--- src/rtl/pipe_pkg.sv ---
`default_nettype none
// ============================================================================
// Module   : pipe_pkg
// Purpose  : Shared definitions for the 5-stage pipeline front end.
//            Operand-source select codes, next-PC select codes, the
//            canonical NOP word, and the operand-select decode function
//            used for both the rs and rt operands.
// Ports    : (package, no ports)
// Revision : 1.0  initial release
// ============================================================================
package pipe_pkg;

    // Operand source select codes consumed by the D/E register
    localparam logic [1:0] FWD_RF   = 2'b00;  // register file
    localparam logic [1:0] FWD_EALU = 2'b01;  // EXE-stage ALU result
    localparam logic [1:0] FWD_MALU = 2'b10;  // MEM-stage ALU result
    localparam logic [1:0] FWD_MMEM = 2'b11;  // MEM-stage load data

    // Next-PC select codes from decode
    localparam logic [1:0] PCSRC_PC4 = 2'b00;  // sequential
    localparam logic [1:0] PCSRC_BR  = 2'b01;  // branch target
    localparam logic [1:0] PCSRC_JR  = 2'b10;  // register-indirect jump
    localparam logic [1:0] PCSRC_J   = 2'b11;  // absolute jump

    // All-zero word is sll $0,$0,0: harmless, writes $0
    localparam logic [31:0] NOP = 32'h0000_0000;

    // Operand source for one source register. The EXE check comes first so
    // the youngest producer wins when EXE and MEM target the same register.
    // Register $0 never forwards since it is hardwired to zero.
    function automatic logic [1:0] fwd_sel(
        input logic       ewreg,
        input logic       em2reg,
        input logic [4:0] ern,
        input logic       mwreg,
        input logic       mm2reg,
        input logic [4:0] mrn,
        input logic [4:0] src
    );
        logic [1:0] sel;
        sel = FWD_RF;
        if (ewreg && !em2reg && (ern != 5'd0) && (ern == src)) begin
            sel = FWD_EALU;
        end else if (mwreg && !mm2reg && (mrn != 5'd0) && (mrn == src)) begin
            sel = FWD_MALU;
        end else if (mwreg && mm2reg && (mrn != 5'd0) && (mrn == src)) begin
            sel = FWD_MMEM;
        end
        return sel;
    endfunction

endpackage : pipe_pkg
`default_nettype wire

--- src/rtl/pipe_pc_reg.sv ---
`default_nettype none
// ============================================================================
// Module   : pipe_pc_reg
// Purpose  : Program counter register with write enable. Loads RESET_PC
//            asynchronously while clrn is low; otherwise captures d on the
//            rising clock edge whenever en is high.
// Ports    : clk   - clock
//            clrn  - asynchronous active-low reset
//            en    - load enable (low holds the current PC)
//            d     - next PC
//            q     - current PC
// Revision : 1.0  initial release
// ============================================================================
module pipe_pc_reg #(
    parameter logic [31:0] RESET_PC = 32'h0000_0000
) (
    input  logic        clk,
    input  logic        clrn,
    input  logic        en,
    input  logic [31:0] d,
    output logic [31:0] q
);

    logic [31:0] r_pc;

    always_ff @(posedge clk or negedge clrn) begin
        if (!clrn) begin
            r_pc <= RESET_PC;
        end else if (en) begin
            r_pc <= d;
        end
    end

    assign q = r_pc;

endmodule : pipe_pc_reg
`default_nettype wire

--- src/rtl/pipe_ifid_hazard.sv ---
`default_nettype none
// ============================================================================
// Module   : pipe_ifid_hazard
// Purpose  : Fetch/decode front end of the 5-stage pipeline. Holds the PC
//            and the IF/ID latch, selects the next PC, produces the operand
//            source selects and the load-use interlock for the D/E register,
//            and counts stall cycles for performance debug.
// Ports    : clk, clrn                    - clock, async active-low reset
//            ins                          - fetched instruction at pc
//            pcsource, bpc, ra_pc, jpc    - next-PC select and targets
//            dusers, dusert               - decoded instruction reads rs/rt
//            ewreg, em2reg, ern           - EXE-stage writeback info
//            mwreg, mm2reg, mrn           - MEM-stage writeback info
//            pc                           - current fetch PC
//            dinst, dpc4, dvalid          - IF/ID latch contents
//            dADEPEEN, dBDEPEEN           - operand A/B source selects
//            wpcir                        - PC/IF-ID write enable (0 = stall)
//            dbubble                      - D/E must capture a NOP
//            stall_cnt                    - saturating stall-cycle count
// Revision : 1.0  initial release
// ============================================================================
module pipe_ifid_hazard
    import pipe_pkg::*;
#(
    parameter logic [31:0] RESET_PC   = 32'h0000_0000,
    parameter int          DELAY_SLOT = 1,
    parameter int          CNT_W      = 16
) (
    input  logic             clk,
    input  logic             clrn,
    input  logic [31:0]      ins,
    input  logic [1:0]       pcsource,
    input  logic [31:0]      bpc,
    input  logic [31:0]      ra_pc,
    input  logic [31:0]      jpc,
    input  logic             dusers,
    input  logic             dusert,
    input  logic             ewreg,
    input  logic             em2reg,
    input  logic [4:0]       ern,
    input  logic             mwreg,
    input  logic             mm2reg,
    input  logic [4:0]       mrn,
    output logic [31:0]      pc,
    output logic [31:0]      dinst,
    output logic [31:0]      dpc4,
    output logic             dvalid,
    output logic [1:0]       dADEPEEN,
    output logic [1:0]       dBDEPEEN,
    output logic             wpcir,
    output logic             dbubble,
    output logic [CNT_W-1:0] stall_cnt
);

    localparam logic [CNT_W-1:0] c_cnt_one = {{(CNT_W-1){1'b0}}, 1'b1};
    localparam logic [CNT_W-1:0] c_cnt_max = {CNT_W{1'b1}};
    localparam logic             c_flush_on_redirect = (DELAY_SLOT == 0);

    logic [31:0]      w_pc;
    logic [31:0]      w_pc4;
    logic [31:0]      w_npc;
    logic [4:0]       w_rs;
    logic [4:0]       w_rt;
    logic             w_stall;
    logic             w_flush;

    logic [31:0]      r_dinst;
    logic [31:0]      r_dpc4;
    logic             r_dvalid;
    logic [CNT_W-1:0] r_stall_cnt;

    // ------------------------------------------------------------------
    // Decode register fields from the IF/ID instruction
    // ------------------------------------------------------------------
    assign w_rs = r_dinst[25:21];
    assign w_rt = r_dinst[20:16];

    // ------------------------------------------------------------------
    // Operand source selects
    // ------------------------------------------------------------------
    assign dADEPEEN = fwd_sel(ewreg, em2reg, ern, mwreg, mm2reg, mrn, w_rs);
    assign dBDEPEEN = fwd_sel(ewreg, em2reg, ern, mwreg, mm2reg, mrn, w_rt);

    // ------------------------------------------------------------------
    // Load-use interlock. A load in EXE has no data yet, so a dependent
    // instruction in decode must wait one cycle; after that the load sits
    // in MEM and the FWD_MMEM path covers it.
    // ------------------------------------------------------------------
    assign w_stall = ewreg && em2reg && (ern != 5'd0) &&
                     ((dusers && (ern == w_rs)) || (dusert && (ern == w_rt)));

    assign wpcir   = ~w_stall;
    assign dbubble = w_stall | ~r_dvalid;

    // ------------------------------------------------------------------
    // Next PC. The adder wraps naturally at 32 bits.
    // ------------------------------------------------------------------
    assign w_pc4 = w_pc + 32'd4;

    always_comb begin
        w_npc = w_pc4;
        case (pcsource)
            PCSRC_PC4: w_npc = w_pc4;
            PCSRC_BR:  w_npc = bpc;
            PCSRC_JR:  w_npc = ra_pc;
            PCSRC_J:   w_npc = jpc;
            default:   w_npc = w_pc4;
        endcase
    end

    // Without a delay slot the instruction fetched alongside a redirect is
    // on the wrong path and is discarded.
    assign w_flush = c_flush_on_redirect && (pcsource != PCSRC_PC4);

    pipe_pc_reg #(
        .RESET_PC (RESET_PC)
    ) u_pc_reg (
        .clk  (clk),
        .clrn (clrn),
        .en   (wpcir),
        .d    (w_npc),
        .q    (w_pc)
    );

    assign pc = w_pc;

    // ------------------------------------------------------------------
    // IF/ID latch. Holds on a stall so a redirect that coincides with a
    // stall is re-evaluated next cycle against the forwarded operands.
    // ------------------------------------------------------------------
    always_ff @(posedge clk or negedge clrn) begin
        if (!clrn) begin
            r_dinst  <= NOP;
            r_dpc4   <= 32'h0000_0000;
            r_dvalid <= 1'b0;
        end else if (wpcir) begin
            r_dpc4 <= w_pc4;
            if (w_flush) begin
                r_dinst  <= NOP;
                r_dvalid <= 1'b0;
            end else begin
                r_dinst  <= ins;
                r_dvalid <= 1'b1;
            end
        end
    end

    assign dinst  = r_dinst;
    assign dpc4   = r_dpc4;
    assign dvalid = r_dvalid;

    // ------------------------------------------------------------------
    // Saturating stall counter
    // ------------------------------------------------------------------
    always_ff @(posedge clk or negedge clrn) begin
        if (!clrn) begin
            r_stall_cnt <= '0;
        end else if (w_stall && (r_stall_cnt != c_cnt_max)) begin
            r_stall_cnt <= r_stall_cnt + c_cnt_one;
        end
    end

    assign stall_cnt = r_stall_cnt;

endmodule : pipe_ifid_hazard
`default_nettype wire

--- config.mk ---
export PLATFORM = sky130hd
export DESIGN_NAME = pipe_ifid_hazard
export DESIGN_NICKNAME = d
export VERILOG_FILES = /design/src/rtl/pipe_pkg.sv /design/src/rtl/pipe_pc_reg.sv /design/src/rtl/pipe_ifid_hazard.sv
export SDC_FILE = /design/constraint.sdc
export NUM_CORES = 1
export LEC_CHECK = 0
export BUFFER_PORTS_ARGS = -buffer_cell sky130_fd_sc_hd__buf_4
export CAP_MARGIN = 30
export CORE_MARGIN = 2
export CORE_UTILIZATION = 48
export CTS_CLUSTER_DIAMETER = 120
export DETAILED_ROUTE_END_ITERATION = 8
export PLACE_DENSITY = 0.81
export SETUP_SLACK_MARGIN = 0.15
export SYNTH_ARGS = -nofsm -noshare
export SYNTH_HDL_FRONTEND = slang
export SYNTH_HIERARCHICAL = 1
export SYNTH_SLANG_ARGS = --single-unit
--- constraint.sdc ---
create_clock -name clk -period 2.72 [get_ports clk]
set_input_delay 0 -clock clk [delete_from_list [all_inputs] [get_ports clk]]
set_output_delay 0 -clock clk [all_outputs]
set_load 0.02 [all_outputs]
== After elaboration in Yosys (flattened, before gate mapping) ==
Index checks and enable logic that the tools add are counted.
W data, S select, Z words.
Operators by class
  add/sub/neg operators: 2
  equal/unequal tests: 8
  muxes and demuxes: 7
  bitwise gates (word level): 3
  reduce and logical (&&, ||, !) cells: 24
Operator list (count)
  $pmux W32 S4: 1
  $add A32 B3 Y32 const B: 1
  $eq A5 B5 Y1: 4
  $logic_and A1 B1 Y1: 18
  $add A16 B1 Y16 const B: 1
  $ne A16 B16 Y1 const B: 1
  $mux W2: 6
  $reduce_bool A5 Y1: 2
  $eq A2 B2 Y1 const B: 2
  $eq A2 B1 Y1 const B: 1
  $logic_not A1 Y1: 2
  $logic_not A2 Y1: 1
  $not A1 Y1: 2
  $logic_or A1 B1 Y1: 1
  $or A1 B1 Y1: 1
Word-level totals
  register bits: 113
  output and inout port bits: 119
  logic and storage cells: 49

== Logic depth before layout (Yosys ltp) ==
Gate-level depths: netlist of run 1.
  depth in word-level cells: 6
  depth in mapped cells: 9
  mapped depth without buffers: 7

== Modules after synthesis ==
Netlist of run 1, hierarchy kept.
By module, submodules not included
  pipe_ifid_hazard: instances 1, cells each 425, area an instance 4853.4 µm²
  pipe_pc_reg: instances 1, cells each 68, area an instance 1345.0 µm²

== Least setup slack after synthesis of run 1 ==
Ideal clock, no wire load.
  path kind: reg2reg
  from: register u_pc_reg.r_pc[2] (netlist: u_pc_reg/q[2])
  to: register u_pc_reg.r_pc[18] (netlist: u_pc_reg/q[18])
  data arrival time: 2380 ps
  data required time: 2595 ps
  slack: 215 ps
  cell stages (with the launch flop): 8
  clock period less this slack: 2505 ps
  cell sequence: dfrtp_1 > ha_1 > nand3_4 > or4_4 > buf_6 > xnor2_1 > mux4_2 > mux2_4
On the way
  cells in the longest elaborated chain, start to end: 2
RTL lines
  start, declared: RTL line pipe_pc_reg.sv:24  | logic [31:0] r_pc;
  start signal, assigned: RTL line pipe_pc_reg.sv:28  | r_pc <= RESET_PC;
  start signal, assigned: RTL line pipe_pc_reg.sv:30  | r_pc <= d;
  $add A32 B3 Y32: RTL line pipe_ifid_hazard.sv:98  | assign w_pc4 = w_pc + 32'd4;
  $pmux W32 S4: RTL line pipe_ifid_hazard.sv:102  | case (pcsource)
  via w_npc[18]: RTL line pipe_ifid_hazard.sv:61  | logic [31:0] w_npc;
The timed path passes the listed nets, and every way through them passes these cells.
A chain may end at the register's enable or synchronous reset.

== Worst setup path in the final report of run 1 ==
Same ends and word-level chain as after synthesis.

==> metrics, run 1 <==
Mapped Nets 643; vias post-DR 5303; flop and latch count out of synthesis 113; Rel. slew slack 60.54%; Final Max Tran Viols 0; initial antenna violation count 0; wire length per cell 19.44 um; PD cells 617.2 nW/um2; Worst Hold End u_pc_reg/q[26]; Yosys top cell by area dfrtp_1; CP startpoint u_pc_reg/q[2]; Post-Synthesis Cell Area 6198 um2; Worst R2R Path Depth 6; Setup Skew 0.008580 ns; setup TNS 0 ns; maximum clock rate 0.4023 GHz; fin nets 944; Iteration-0 DRC Markers 298; RSZ-0062 raised after global routing no; FF-to-FF Start u_pc_reg/q[2]; Final Cell Area 9278 um2; total gr overflow 0; critical path, cell by cell ha_1 -> nand3_4 -> or4_4 -> xnor2_1 -> mux4_2 -> mux2_4; latest clock arrival within the worst-skew pair 0.42 ns; die footprint 13840 um2; Final Setup Violations 0; Largest stage delay, worst path 0.63 ns; first-pass GRT wire length 30.46 mm; RD Place Congestion 0.8999; DRT antenna net count 0; Main synth FF type dfrtp_1; Clock Root Buffer clkbuf_16; worst-margin pin slew 0.5865 ns; asr flop ratio synth 100.0%; CTS tree yes; Max Cap Violations 0; worst hold margin 0.02460 ns; RR Endpoint u_pc_reg/q[18]; layout filler cell count 845; Synth area leaders dfrtp_1 (46%), mux2_2 (9.8%), mux2_4 (7.3%), mux4_2 (6.9%), xnor2_1 (6.5%); Total Power 0.005726 W; Max FO, Critical Path 6; R2R setup slack 0.23 ns; Yosys top cell area share 45.62%; number of distinct library cells after synthesis 41; syn avg cell area 12.57 um2; post-cts resize count 0; Mapped Cells 493; core area 12620 um2; outcome finished, final reports clean; HP Class input pin to flip-flop; layout cells sized above 1 51.67%; CP endpoint kind flip-flop; Worst EP required 3.02 ns; hold path startpoint ra_pc[26]; share of the yosys chip area belonging to registers 45.62%; Post-route DRC 0; static leakage power 4.388 nW; Die H 117.6 um; largest net degree at the start of global routing 77; Area Overhead vs Synth 49.68%; Initial DRT Pass Iterations 4; clock period minus worst slack 2.485 ns; Final period util 91.38%; Global Route Usage Sum 28.01%; Clock transition at path regs 0.05 ns; H-tree levels 4; Num Clock Sinks 113; VDD IR max 0.5550 mV; CP Class flip-flop to flip-flop; hold path depth 4; std cell rows 41; WP data arrival 2.78 ns; routed wire length 19.03 mm; Num CTS Buffers 17; Post-synth EDFFs 0; # diodes 0; PortBufs 266; Ys Warns 6; CP Launch Type flip-flop; number of global-route vias before repair 5768; Die W 117.6 um; Bufs on Longest Clock Path 2; IO Count 267; placed wire-length estimate 13.30 mm; slowest CP cell or4_4; vias per inst 5.417; area post-placement 8308 um2; Initial Util 49.12%; Hold Fails Final Rpt 0
-- state kept, by name (all words and copies together), names as in the netlist --
name        count
dvalid          1
dinst          32
stall_cnt      16
dpc4           32
u_pc_reg/q     32
-- placed cells by master (no fill, tap or decap), types with 2 or more instances in the layout --
cell	count
o21bai_1	2
o21ai_0	2
bufinv_16	4
nand2b_1	2
and3_1	5
clkinv_2	4
xnor2_1	46
dlygate4sd3_1	33
dfrtp_1	113
mux4_2	19
clkinvlp_4	2
nor4_1	4
or2_2	2
inv_1	17
clkbuf_16	17
buf_4	269
mux2_4	30
buf_12	2
clkbuf_8	4
nand3_1	22
ha_1	2
nor3_2	2
and4_1	4
xor2_1	17
o22ai_1	13
nand4_1	20
a211oi_2	2
a211oi_1	11
nand2_1	18
mux2i_1	13
nor2_1	27
mux2_2	54
or4_1	3
nor3_1	11
-- worst max path at each step --
stage	to	cells after the start	slack, ns
floorplan	u_pc_reg/q[18]	7	0.22
finish	u_pc_reg/q[18]	6	0.23
global route	u_pc_reg/q[16]	6	0.16
detailed placement	u_pc_reg/q[18]	6	0.25
CTS	u_pc_reg/q[18]	6	0.23
global placement	u_pc_reg/q[18]	6	0.34
-- cell families after synthesis --
logic type                 synth area share, %
muxes                                    26.08
adders and majority gates               0.4036
xor gates and xnor gates                 8.902
buffers and inverters                    3.815
DFF                                      45.62
and+or+nand+nor                          11.20
AOI/OAI and AO/OA                        3.976
-- stage by stage --
stage          utilization, %  cells  worst slack (ns)
5_1_grt                 73.52    979            0.1617
6_report                73.52    979            0.2345
3_3_place_gp            65.83    914            0.3355
3_5_place_dp            65.83    914            0.2536
4_1_cts                 73.52    979            0.2324
2_1_floorplan               -    493            0.2153
-- cell usage after synthesis (8+ instances only) --
| library cell | count |
|---|---|
| mux2i_1 | 13 |
| a211oi_1 | 11 |
| xnor2_1 | 46 |
| mux2_2 | 54 |
| mux2_4 | 30 |
| mux4_2 | 19 |
| nor2_1 | 27 |
| xor2_1 | 17 |
| inv_1 | 17 |
| nor3_1 | 11 |
| o22ai_1 | 13 |
| nand2_1 | 18 |
| nand3_1 | 22 |
| clkbuf_1 | 8 |
| nand4_1 | 20 |
| dfrtp_1 | 113 |
-- worst max-delay path, delay by kind of cell (launching register included) --
kind                       cells  cell delay [ns]
and+or+nand+nor                2             0.76
muxes                          2             0.73
DFF                            1             0.45
adders and majority gates      1             0.27
xor gates and xnor gates       1             0.17
-- layout make-up --
class / instances / area (um2) / area share, %
Clock buffer: 22 / 484.2 / 5.219
Clock inverter: 10 / 155.1 / 1.672
Inverter: 17 / 63.81 / 0.6878
Multi-Input combinational cell: 341 / 3142 / 33.86
Sequential cell: 113 / 2828 / 30.48
Tap cell: 172 / 215.2 / 2.320
Timing Repair Buffer: 304 / 2390 / 25.76
-- timing repair --
action | in CTS | in global routing
hold endpoints to repair | 75 | 0
hold buffers | 33 | 0
buffers inserted | 0 | 0
-- where the power goes --
| group | switching [W] | total, W | internal, W | leakage [nW] |
|---|---|---|---|---|
| clock | 0.000768 | 0.00239 | 0.00162 | 0.312 |
| sequential | 0.000196 | 0.00205 | 0.00185 | 1.34 |
| combinational | 0.000607 | 0.00129 | 0.000682 | 2.74 |
-- routing by layer --
layer | up-vias | wire (um) | track usage, %
met4 | 0 | 233 | 8.208
met1 | 2603 | 7370 | 32.88
met2 | 262 | 9855 | 49.02
li1 | 2414 | - | -
met5 | - | 0 | 0
met3 | 24 | 1568 | 9.060
(Power assumes the default switching activity.)
==> inputs of run 2 (changes only) <==
--- a/config.mk
+++ b/config.mk
@@ -5,13 +5,14 @@
 export SDC_FILE = /design/constraint.sdc
 export NUM_CORES = 1
 export LEC_CHECK = 0
+export ABC_CLOCK_PERIOD_IN_PS = 2720
 export BUFFER_PORTS_ARGS = -buffer_cell sky130_fd_sc_hd__buf_4
 export CAP_MARGIN = 30
 export CORE_MARGIN = 2
 export CORE_UTILIZATION = 48
 export CTS_CLUSTER_DIAMETER = 120
 export DETAILED_ROUTE_END_ITERATION = 8
-export PLACE_DENSITY = 0.81
+export PLACE_DENSITY_LB_ADDON = 0.1
 export SETUP_SLACK_MARGIN = 0.15
 export SYNTH_ARGS = -nofsm -noshare
 export SYNTH_HDL_FRONTEND = slang
==> metrics, run 2 (synthesis results as in run 1) <==
outcome finished, final reports clean; PortBufs 266; latest clock arrival within the worst-skew pair 0.41 ns; DRT antenna net count 0; FF-to-FF Start u_pc_reg/q[2]; layout cells sized above 1 51.74%; CTS tree yes; Setup Skew 0.01145 ns; RR Endpoint u_pc_reg/q[18]; RD Place Congestion 0.8946; R2R setup slack 0.27 ns; fin nets 945; Max FO, Critical Path 6; CP endpoint kind flip-flop; Buf/Inv on CP 0; WP data arrival 2.73 ns; H-tree levels 4; Largest stage delay, worst path 0.61 ns; initial antenna violation count 0; wire length per cell 17.84 um; CP delay by family, top simple AND/OR/NAND/NOR gates; vias per inst 5.281; Initial Util 49.12%; Max Cap Violations 0; total gr overflow 0; number of global-route vias before repair 5428; hold path startpoint ra_pc[28]; Die H 117.6 um; Clock Root Buffer clkbuf_16; IO Count 267; worst slack, placed 0.2694 ns; static leakage power 4.362 nW; first-pass GRT wire length 28.43 mm; Worst R2R Path Depth 6; Num CTS Buffers 17; area of the multi-input gates 3144 um2; Die W 117.6 um; worst-margin pin slew 0.9008 ns; Final Max Tran Viols 0; most common cell after layout, fill and taps aside buf_4; Clock transition at path regs 0.05 ns; layout filler cell count 916; Reg area 2828 um2; clock period minus worst slack 2.446 ns; Worst Hold End u_pc_reg/q[28]; largest net degree at the start of global routing 69; RSZ-0062 raised after global routing no; CP Launch Type flip-flop; final worst slack 0.2738 ns; PD cells 590.2 nW/um2; std cell rows 41; Bufs on Longest Clock Path 2; CP Class flip-flop to flip-flop; most frequent cells in the layout buf_4 (269), dfrtp_1 (113), mux2_2 (54), xnor2_1 (46), dlygate4sd3_1 (33); slowest CP cell or4_4; Worst EP required 3.01 ns; placed wire-length estimate 12.66 mm; die footprint 13840 um2; # diodes 0; Global Route Usage Sum 25.90%; routed wire length 17.45 mm; maximum clock rate 0.4088 GHz; setup TNS 0 ns; fin util 73.14%; Final period util 89.94%; Initial DRT Pass Iterations 5; critical path, cell by cell ha_2 -> nand3_4 -> or4_4 -> xnor2_1 -> mux4_2 -> mux2_4; Rel. slew slack 39.94%; vias post-DR 5165; HP Class input pin to flip-flop; Iteration-0 DRC Markers 352; Hold Fails Final Rpt 0; core area 12620 um2; hold path depth 4; Num Clock Sinks 113; Area Overhead vs Synth 48.91%; Final Setup Violations 0; Post-CTS Setup Inserts 0; Post-route DRC 0; VDD IR max 0.4591 mV
run 2: cell count changes in the layout (fill, tap and decap cells not counted):
| cell | previous run | this run |
|---|---|---|
| clkinv_4 | 0 | 2 |
| buf_12 | 2 | 3 |
| ha_1 | 2 | 1 |
| bufinv_16 | 4 | 2 |
| clkbuf_8 | 4 | 2 |
| ha_2 | 0 | 1 |
run 2: worst max-delay path by stage:
stage                        from              to  slack [ns]  depth (start not counted)
floorplan           u_pc_reg/q[2]  u_pc_reg/q[18]        0.22                          7
global placement    u_pc_reg/q[2]  u_pc_reg/q[18]        0.34                          6
detailed placement  u_pc_reg/q[2]  u_pc_reg/q[18]        0.27                          6
CTS                 u_pc_reg/q[2]  u_pc_reg/q[18]        0.24                          6
global route        u_pc_reg/q[2]  u_pc_reg/q[18]        0.17                          6
finish              u_pc_reg/q[2]  u_pc_reg/q[18]        0.27                          6
run 2: repair_timing:
item / 4_1_cts / 5_1_grt
resized for setup: 0 / 1
hold buffers: 33 / 0
hold endpoints to repair: 99 / 0
setup endpoints to repair: 0 / 1
run 2: worst min-delay path, delay by kind of cell:
| kind | cells | cell delay, ns |
|---|---|---|
| buf+inv | 1 | 0.08 |
| compound gates | 1 | 0.13 |
| simple gates | 1 | 0.04 |
| mux | 1 | 0.15 |
run 2: final cells by class:
class	instances	area share [%]
Clock buffer	20	4.948
Clock inverter	10	1.220
Inverter	17	0.6913
Multi-Input combinational cell	341	34.07
Sequential cell	113	30.64
Tap cell	172	2.332
Timing Repair Buffer	305	26.11
run 2: power by group:
group	internal (W)	switching [W]
clock network	0.00138	0.000754
registers	0.00185	0.000186
logic	0.000683	0.000594
run 2: routing by layer:
metal	vias to the layer above	wire length, um	global-route usage [%]
li1	2409	-	-
met1	2532	6949	31.62
met2	202	8952	44.15
met3	22	1239	7.994
met4	0	308	7.756
met5	-	0	0
run 2: through the flow:
step / hold WS, ns / power, W / cell area, um2 / std cells
6_report: 0.03109 / 0.005448 / 9230 / 978
5_1_grt: 0.01752 / 0.005684 / 9230 / 978
4_1_cts: 0.01668 / 0.005488 / 9228 / 978
3_5_place_dp: 0.1878 / 0.003301 / 8328 / 915
3_3_place_gp: 0.1727 / 0.003272 / 8328 / 915
2_1_floorplan: -0.2956 / 0.002682 / 6198 / 493
==> inputs of run 3 (changes only) <==
--- a/config.mk
+++ b/config.mk
@@ -5,11 +5,12 @@
 export SDC_FILE = /design/constraint.sdc
 export NUM_CORES = 1
 export LEC_CHECK = 0
+export ABC_AREA = 1
 export ABC_CLOCK_PERIOD_IN_PS = 2720
-export BUFFER_PORTS_ARGS = -buffer_cell sky130_fd_sc_hd__buf_4
+export BUFFER_PORTS_ARGS = -buffer_cell sky130_fd_sc_hd__buf_2
 export CAP_MARGIN = 30
 export CORE_MARGIN = 2
-export CORE_UTILIZATION = 48
+export CORE_UTILIZATION = 49
 export CTS_CLUSTER_DIAMETER = 120
 export DETAILED_ROUTE_END_ITERATION = 8
 export PLACE_DENSITY_LB_ADDON = 0.1
==> metrics, run 3 <==
outcome finished, final reports clean; layout filler cell count 1085; latest clock arrival within the worst-skew pair 0.41 ns; Worst R2R Path Depth 11; flop and latch count out of synthesis 113; Die W 120.9 um; Num CTS Buffers 17; number of global-route vias before repair 7364; RSZ-0062 raised after global routing no; Final Cell Area 9659 um2; Die H 120.9 um; CP Class flip-flop to flip-flop; static leakage power 5.232 nW; Post-route DRC 0; PD cells 586.1 nW/um2; CP Launch Type flip-flop; Post-CTS Setup Inserts 0; Bufs on Longest Clock Path 2; Initial Util 50.36%; maximum clock rate 0.4173 GHz; first-pass GRT wire length 35.40 mm; setup TNS 0 ns; share of the yosys chip area belonging to registers 42.24%; largest net degree at the start of global routing 52; Synth area leaders dfrtp_1 (42%), nand2_1 (28%), nor2_1 (3.3%), nand4_1 (3.1%), xor2_1 (2.9%); die footprint 14610 um2; Clock Root Buffer clkbuf_16; count leader, synth nand2_1; Main synth FF type dfrtp_1; Initial DRT Pass Iterations 6; worst-margin pin slew 0.9759 ns; Post-synth EDFFs 0; Rel. slew slack 34.87%; Yosys top cell by area dfrtp_1; Max FO, Critical Path 6; critical path, cell by cell ha_1 -> nand3_2 -> inv_1 -> nand2_1 -> nor2_4 -> xor2_1 -> nand2_1 -> nand4_1 -> dlygate4sd3_1 -> nand2_1 -> nand2_1; placed wire-length estimate 15.24 mm; vias post-DR 7606; CTS tree yes; clock period minus worst slack 2.396 ns; Mapped Nets 1112; WP depth 11; fin nets 1457; vias per inst 5.084; most common cell after layout, fill and taps aside nand2_1; asr flop ratio synth 100.0%; syn avg cell area 6.960 um2; Final Max Tran Viols 0; Max Cap Violations 0; slowest CP cell dlygate4sd3_1; Global Route Usage Sum 30.37%; wire length per cell 14.55 um; initial antenna violation count 0; WP data arrival 2.73 ns; Crit path top cell by count nand2_1; Final period util 88.10%; RD Place Congestion 0.9459; layout cells sized above 1 25.61%; Yosys top cell area share 42.24%; PortBufs 266; VDD IR max 0.4053 mV; Setup Skew 0.01049 ns; Worst Hold End u_pc_reg/q[26]; hold path depth 6; Total Power 0.005661 W; worst hold margin 0.01592 ns; CP delay by family, top simple AND/OR/NAND/NOR gates; R2R setup slack 0.32 ns; Final Non-Filler Cells 1496; Largest stage delay, worst path 0.56 ns; Clock transition at path regs 0.06 ns; H-tree levels 4; Post-Synthesis Cell Area 6695 um2; top cells by instance count after synthesis nand2_1 (507), dfrtp_1 (113), nor2_1 (58); Final Setup Violations 0; CP endpoint kind flip-flop; FF-to-FF Start u_pc_reg/q[2]; Area Overhead vs Synth 44.27%; Iteration-0 DRC Markers 717; most frequent cells in the layout nand2_1 (507), buf_2 (265), dfrtp_1 (111), dlygate4sd3_1 (87), nor2_1 (53); HP Class input pin to flip-flop; hold path startpoint ra_pc[26]; # diodes 0; Mapped Cells 962; core area 13300 um2; Ys Warns 6; Worst EP required 3.06 ns; std cell rows 42; IO Count 267; Buf/Inv on CP 2; total gr overflow 0; DRT antenna net count 0; area post-placement 8109 um2; Placed Cells incl. Taps 1377; RR Endpoint u_pc_reg/q[14]; number of distinct library cells after synthesis 30; Hold Fails Final Rpt 0; routed wire length 21.77 mm; Num Clock Sinks 113
[run 3: changes by cell type after synthesis, moves of 14 or more]
cell | before | now
inv_1 | 17 | 40
mux2_4 | 30 | 0
mux2_2 | 54 | 0
mux4_2 | 19 | 0
xnor2_1 | 46 | 16
nand3_1 | 22 | 36
nor2_1 | 27 | 58
a21oi_1 | 0 | 20
nand2_1 | 18 | 507
[run 3: worst register-to-register path, delay by kind of cell (launching register included)]
| kind | cells | cell delay [ns] |
|---|---|---|
| and+or+nand+nor | 7 | 0.78 |
| buffers and inverters | 2 | 0.67 |
| DFF | 1 | 0.42 |
| xor gates and xnor gates | 1 | 0.24 |
| adders and majority gates | 1 | 0.22 |
[run 3: final cells by class]
cell class	instances	area [um2]	area share, %
repair buffers	365	2307	23.89
well taps	176	220.2	2.280
clock inverters	13	209.0	2.163
inverters	45	176.4	1.826
multi-input cells	765	3463	35.85
clock buffers	19	452.9	4.689
flip-flops and latches	113	2830	29.30
[run 3: per-layer routing]
layer | wire length [um] | global-route usage (%) | part of all wire [%]
met4 | 663 | 12.72 | 3.0
met5 | 0 | 0 | 0
met1 | 8879 | 37.52 | 41
met2 | 10780 | 52.21 | 50
met3 | 1447 | 5.451 | 6.6
[run 3: metrics by stage]
step,util [%],setup WS (ns)
detailed placement,60.99,0.7055
floorplan,-,0.7578
global placement,60.99,0.7515
finish,72.65,0.3238
global route,72.65,0.1555
CTS,72.52,0.1885
[run 3: worst max path at each step]
stage                           to           from
finish              u_pc_reg/q[14]  u_pc_reg/q[2]
global route        u_pc_reg/q[14]  u_pc_reg/q[2]
CTS                 u_pc_reg/q[14]  u_pc_reg/q[2]
detailed placement  u_pc_reg/q[22]  u_pc_reg/q[2]
global placement    u_pc_reg/q[22]  u_pc_reg/q[2]
floorplan            u_pc_reg/q[2]      dinst[18]
[run 3: cell families after synthesis]
kind of cell	after synthesis	share of synthesized area (%)
and+or+nand+nor	674	41.24
DFF	113	42.24
xor gates and xnor gates	38	4.971
buffers and inverters	84	6.447
adders and majority gates	2	0.3737
AOI/OAI and AO/OA	51	4.728
[run 3: power by group]
part | internal [W] | switching (W)
clock | 0.00167 | 0.000778
combinational | 0.000482 | 0.000708
sequential | 0.00185 | 0.000173
[run 3: what timing repair did]
item | CTS | global route
endpoints found under the setup margin | 0 | 2
hold buffers | 87 | 0
gates resized for setup | 0 | 6
hold endpoints to repair | 149 | 0
